==> config.mk <==
export PLATFORM = sky130hd
export DESIGN_NAME = lsu_writeback_queue
export DESIGN_NICKNAME = d
export VERILOG_FILES = /design/src/rtl/lsu_writeback_queue.sv
export SDC_FILE = /design/constraint.sdc
export NUM_CORES = 1
export LEC_CHECK = 0
export BUFFER_PORTS_ARGS = -buffer_cell sky130_fd_sc_hd__buf_2
export CAP_MARGIN = 20
export CELL_PAD_IN_SITES_DETAIL_PLACEMENT = 2
export CELL_PAD_IN_SITES_GLOBAL_PLACEMENT = 2
export CORE_ASPECT_RATIO = 1.5
export CORE_MARGIN = 1.5
export CORE_UTILIZATION = 43
export DETAILED_ROUTE_END_ITERATION = 6
export PLACE_DENSITY = 0.76
export SLEW_MARGIN = 15
export SYNTH_ARGS = -nofsm -noshare
export SYNTH_HDL_FRONTEND = slang
export SYNTH_SLANG_ARGS = --single-unit
==> constraint.sdc <==
create_clock -name clk -period 2.8 [get_ports clk]
set_input_delay 0.28 -clock clk [delete_from_list [all_inputs] [get_ports clk]]
set_output_delay 0.28 -clock clk [all_outputs]
set_load 0.02 [all_outputs]
==> src/rtl/lsu_writeback_queue.sv <==
// LSU writeback queue: FIFO of dcache line writebacks presented to memory,
// with a cap on issued-but-unacknowledged writebacks and a sticky protocol error.
module lsu_writeback_queue #(
  parameter int DEPTH   = 4,
  parameter int ADDR_W  = 32,
  parameter int MAX_OUT = 2
) (
  input  logic                           clk,
  input  logic                           rst_i,
  input  logic                           opcode_valid_i,
  input  logic                           dcache_writeback_i,
  input  logic [ADDR_W-1:0]              addr_i,
  output logic                           accept_o,
  output logic                           mem_writeback_o,
  output logic [ADDR_W-1:0]              mem_addr_o,
  input  logic                           mem_accept_i,
  input  logic                           mem_ack_i,
  output logic [$clog2(MAX_OUT+1)-1:0]   outstanding_o,
  output logic                           busy_o,
  output logic                           err_o
);

  localparam int PTR_W = (DEPTH > 1) ? $clog2(DEPTH) : 1;
  localparam int CNT_W = $clog2(DEPTH + 1);
  localparam int OUT_W = $clog2(MAX_OUT + 1);

  logic [ADDR_W-1:0] mem_q [DEPTH];
  logic [PTR_W-1:0]  wr_ptr_q, wr_ptr_d;
  logic [PTR_W-1:0]  rd_ptr_q, rd_ptr_d;
  logic [CNT_W-1:0]  cnt_q, cnt_d;
  logic [OUT_W-1:0]  out_q, out_d;
  logic              err_q, err_d;
  logic              req, push, pop, empty;

  // Every output is a function of registered state only, so memory-side
  // handshakes never create a combinational path back to the LSU.
  assign empty           = (cnt_q == '0);
  assign accept_o        = (cnt_q != CNT_W'(DEPTH));
  assign mem_writeback_o = !empty && (out_q != OUT_W'(MAX_OUT));
  assign mem_addr_o      = empty ? '0 : mem_q[rd_ptr_q];
  assign outstanding_o   = out_q;
  assign busy_o          = !empty || (out_q != '0);
  assign err_o           = err_q;

  assign req  = opcode_valid_i & dcache_writeback_i;
  assign push = req & accept_o;
  assign pop  = mem_writeback_o & mem_accept_i;

  always_comb begin
    wr_ptr_d = push ? wr_ptr_q + PTR_W'(1) : wr_ptr_q;
    rd_ptr_d = pop  ? rd_ptr_q + PTR_W'(1) : rd_ptr_q;

    cnt_d = cnt_q;
    case ({push, pop})
      2'b10:   cnt_d = cnt_q + CNT_W'(1);
      2'b01:   cnt_d = cnt_q - CNT_W'(1);
      default: cnt_d = cnt_q;
    endcase

    // An ack with nothing outstanding is dropped, unless a pop in the same
    // cycle supplies the writeback it completes.
    out_d = out_q;
    if (pop && !mem_ack_i)
      out_d = out_q + OUT_W'(1);
    else if (!pop && mem_ack_i && (out_q != '0))
      out_d = out_q - OUT_W'(1);

    err_d = err_q
          | (req & ~accept_o)
          | (mem_ack_i & ~pop & (out_q == '0));
  end

  always_ff @(posedge clk or posedge rst_i) begin
    if (rst_i) begin
      wr_ptr_q <= '0;
      rd_ptr_q <= '0;
      cnt_q    <= '0;
      out_q    <= '0;
      err_q    <= 1'b0;
    end else begin
      wr_ptr_q <= wr_ptr_d;
      rd_ptr_q <= rd_ptr_d;
      cnt_q    <= cnt_d;
      out_q    <= out_d;
      err_q    <= err_d;
    end
  end

  // Storage is never reset; mem_addr_o is masked to zero while empty.
  always_ff @(posedge clk) begin
    if (push) mem_q[wr_ptr_q] <= addr_i;
  end

endmodule

==> metrics.json <==
{
  "setup-tns-final_ns": 0,
  "drc": 0,
  "period_minus_slack_ns": 2.41,
  "worst_setup_path_end_kind": "primary output",
  "max_clock_freq_mhz": 415,
  "syn_nets": 307,
  "dieWidth_um": 95.1,
  "final_max_slew_viol_count": 0,
  "cts_root_buffer": "sky130_fd_sc_hd__clkbuf_16",
  "min-delay-path-class": "in2reg",
  "wire_length_of_the_first_global_routing_pass_um": 19200,
  "synthesized_area_per_cell_um2": 20.8,
  "final_net_count": 401,
  "post_route_ant_nets": 0,
  "drt_first_pass_iters": 4,
  "synth_most_common_cell": "sky130_fd_sc_hd__edfxtp_1",
  "post-route-period-util_pct": 86.1,
  "clock_sink_count": 138,
  "crit_start": "rd_ptr_q[1]$_DFFE_PP0P_",
  "synth_top_area_share_pct": 70.3,
  "path_delay_family": "flip-flops",
  "inserted_clock_buffers": 17,
  "synth_cell_type_count": 32,
  "setup.worst_path.class": "reg2out",
  "grt.total_usage_pct": 21.1,
  "timing.critical_path.from_type": "register",
  "fraction_of_the_mapped_netlist_area_in_compound_gates_pct": 0.893,
  "synthAdderAreaFrac_pct": 1.51,
  "post_synth_instance_area_um2": 5470,
  "synth-edff-count": 128,
  "synth_top_family_by_area": "multiplexers",
  "max-cap-violations": 0,
  "timing.critical_path.buf_inv": 2,
  "cellPowerDensity_nw_per_um2": 1120,
  "final_core_utilization_pct": 53.4,
  "synth.yosys.seq_area_share_pct": 74.9,
  "total_power_w": 0.00743,
  "critical_path_cell_by_cell": "buf_4 > mux4_2 > and2_1 > buf_2",
  "antenna_found_initial": 1,
  "synth-simple-area-share_pct": 5.98,
  "filler_cell_count": 1113,
  "hold_start": "addr_i[2]",
  "yosys.area_share.xor_xnor_pct": 1.12,
  "worst_ep_required_time_ns": 2.52,
  "synthFlopType": "sky130_fd_sc_hd__edfxtp_1",
  "pin_count_of_the_biggest_net_entering_global_routing": 35,
  "pin_count": 76,
  "grt_overflow": 0,
  "first_iter_violations": 179,
  "worstSkewPairLatency_ns": 0.42,
  "setup_viol_count_final": 0,
  "first_global_vias": 3174,
  "cp_max_fo": 17,
  "cts_tree": "yes",
  "die-height_um": 141,
  "synth-async-reset-ratio_pct": 7.25,
  "max_slew_margin_pct": 56.7,
  "via_count": 2799,
  "synthTopCellsByArea": "sky130_fd_sc_hd__edfxtp_1, sky130_fd_sc_hd__mux4_2, sky130_fd_sc_hd__dfrtp_1",
  "synth_warnings": 0,
  "holdWs_ns": 0.0760,
  "hpwlAfterDp_um": 7670,
  "ys_top_cells_by_count": "sky130_fd_sc_hd__edfxtp_1, sky130_fd_sc_hd__and2_1, sky130_fd_sc_hd__mux4_2, sky130_fd_sc_hd__dfrtp_1, sky130_fd_sc_hd__inv_1",
  "syn2layout_area_growth_pct": 21.6,
  "design.die.area_um2": 13400,
  "synth_area_leader_cell": "sky130_fd_sc_hd__edfxtp_1",
  "cp.arrival_ns": 2.13,
  "yosys-mux-area-fraction_pct": 13.6,
  "layout-drive-gt1-share_pct": 42.4,
  "antenna_cells_inserted": 0,
  "clk_pin_slew_ns": 0.06,
  "r2r-start": "cnt_q[0]$_DFFE_PP0P_",
  "timing.critical_path.slowest_stage_cell": "sky130_fd_sc_hd__dfrtp_2",
  "routed_wirelength_um": 12800,
  "buffer_ports.inserted": 75,
  "fin_skew_ns": 0.0182,
  "core-area_um2": 12400,
  "initial_core_util_pct": 43.9,
  "tightestPinTransition_ns": 0.650,
  "synth-seq-cells": 138,
  "post_drt_via_cell_ratio": 5.32,
  "drt-wirelength-per-cell_um": 24.4,
  "ir_drop_worst_case_vdd_v": 0.000533,
  "rsz0062_at_grt": "false",
  "syn_inst": 263,
  "finalHoldViolCount": 0,
  "std_cell_rows": 50,
  "outcome": "finished, final reports clean",
  "timing.critical_path.slowest_cell_delay_ns": 0.64,
  "ctsLongestPathBuffers": 2,
  "cts_max_level": 4,
  "ctsResizeCount": 0,
  "power_leakage_nw": 2.37,
  "globalplace.congestion": 0.716
}
==> path summary, 6_finish.rpt <==
path	end	slack, ns	depth (start not counted)
max in group asynchronous	rd_ptr_q[0]$_DFFE_PP0P_	2.07	3
worst min-delay path	mem_q[0][2]$_DFFE_PP_	0.08	1
worst max-delay path	mem_addr_o[9]	0.39	4
min in group asynchronous	cnt_q[2]$_DFFE_PP0P_	0.40	3
worst min register to register	err_o$_DFF_PP0_	0.49	1
worst max register to register	cnt_q[2]$_DFFE_PP0P_	0.60	9
==> sequential cells by signal, summed over array words and instances (netlist names) <==
name,count
wr_ptr_q,2
cnt_q,3
err_o,1
mem_q,128
outstanding_o,2
rd_ptr_q,2
==> what timing repair did <==
item | in CTS | in global routing
hold endpoints to repair | 10 | 0
buffers inserted | 0 | 0
hold buffers | 1 | 0
==> worst reg2reg max path, cell delays in order, from the launching register on <==
cell	delay, ns
sky130_fd_sc_hd__dfrtp_1	0.44
sky130_fd_sc_hd__or3b_4	0.43
sky130_fd_sc_hd__nor2b_4	0.16
sky130_fd_sc_hd__inv_1	0.06
sky130_fd_sc_hd__ha_1	0.18
sky130_fd_sc_hd__inv_1	0.07
sky130_fd_sc_hd__fa_1	0.37
sky130_fd_sc_hd__xor2_1	0.15
sky130_fd_sc_hd__nor2_1	0.12
sky130_fd_sc_hd__xor2_1	0.15
==> power by group <==
group	total (W)	internal, W	leakage (nW)	switching [W]
clock network	0.00227	0.00142	0.282	0.000852
logic	0.00242	0.00106	0.818	0.00136
registers	0.00273	0.00254	1.27	0.000191
total	0.00743	0.00502	2.37	0.00240
==> per-layer routing <==
layer | share of wire, % | GRT usage, % | up-vias
met5 | 0.10 | 0 | -
met4 | 1.6 | 7.54 | 2
met3 | 4.0 | 5.39 | 20
met2 | 55 | 36.5 | 84
met1 | 39 | 25.0 | 1470
li1 | - | - | 1223
==> per-stage QoR <==
stage / cells / cell area (µm²) / worst slack, ns
after floorplan: 263 / 5470 / 0.689
after global placement: 493 / 6040 / 0.691
after detailed placement: 493 / 6040 / 0.599
after CTS: 526 / 6650 / 0.332
after global routing: 526 / 6650 / 0.267
final: 526 / 6650 / 0.389
==> cell type report <==
class,count,area (µm²),share of cell area [%]
Multi-Input combinational cell,106,1260,19.0
Inverter,7,26.3,0.395
Clock inverter,12,149,2.24
Sequential cell,138,4100,61.6
Timing Repair Buffer,87,468,7.04
Tap cell,156,195,2.94
Clock buffer,20,447,6.72
==> logic make-up (layout without fill, tap and decap cells) <==
family,count (synthesis),count (layout)
simple gates,52,52
mux,34,34
fa+ha+maj,6,6
buf+inv,19,126
compound gates,7,7
flops,138,138
xor+xnor,7,7
==> placed cells by master, fill, tap and decap left out <==
| cell type | n |
|---|---|
| sky130_fd_sc_hd__edfxtp_1 | 128 |
| sky130_fd_sc_hd__buf_2 | 75 |
| sky130_fd_sc_hd__mux4_2 | 32 |
| sky130_fd_sc_hd__and2_1 | 32 |
| sky130_fd_sc_hd__clkbuf_16 | 17 |
| sky130_fd_sc_hd__buf_4 | 11 |
| sky130_fd_sc_hd__dfrtp_1 | 8 |
| sky130_fd_sc_hd__inv_1 | 7 |
| sky130_fd_sc_hd__ha_1 | 5 |
| sky130_fd_sc_hd__xnor2_1 | 4 |
| sky130_fd_sc_hd__and2_2 | 4 |
| sky130_fd_sc_hd__nor2_1 | 4 |
| sky130_fd_sc_hd__clkinvlp_4 | 4 |
| sky130_fd_sc_hd__clkinv_2 | 4 |
| sky130_fd_sc_hd__xor2_1 | 3 |
| sky130_fd_sc_hd__bufinv_16 | 3 |
| sky130_fd_sc_hd__or3_1 | 2 |
| sky130_fd_sc_hd__nand2_1 | 2 |
| sky130_fd_sc_hd__nor2b_1 | 2 |
| sky130_fd_sc_hd__clkbuf_1 | 2 |
| sky130_fd_sc_hd__dfrtp_2 | 2 |
| sky130_fd_sc_hd__mux2i_1 | 1 |
| sky130_fd_sc_hd__nand2b_1 | 1 |
| sky130_fd_sc_hd__and3_1 | 1 |
| sky130_fd_sc_hd__or3b_4 | 1 |
| sky130_fd_sc_hd__nor2b_4 | 1 |
| sky130_fd_sc_hd__o31ai_1 | 1 |
| sky130_fd_sc_hd__a21oi_1 | 1 |
| sky130_fd_sc_hd__a22oi_1 | 1 |
| sky130_fd_sc_hd__nor3_1 | 1 |
| sky130_fd_sc_hd__a311o_1 | 1 |
| sky130_fd_sc_hd__a31oi_1 | 1 |
| sky130_fd_sc_hd__o211ai_1 | 1 |
| sky130_fd_sc_hd__o21ai_0 | 1 |
| sky130_fd_sc_hd__nand4_1 | 1 |
| sky130_fd_sc_hd__mux2_4 | 1 |
| sky130_fd_sc_hd__fa_1 | 1 |
| sky130_fd_sc_hd__clkbuf_8 | 1 |
| sky130_fd_sc_hd__inv_6 | 1 |
| sky130_fd_sc_hd__dlygate4sd3_1 | 1 |
(Power assumes the default switching activity.)
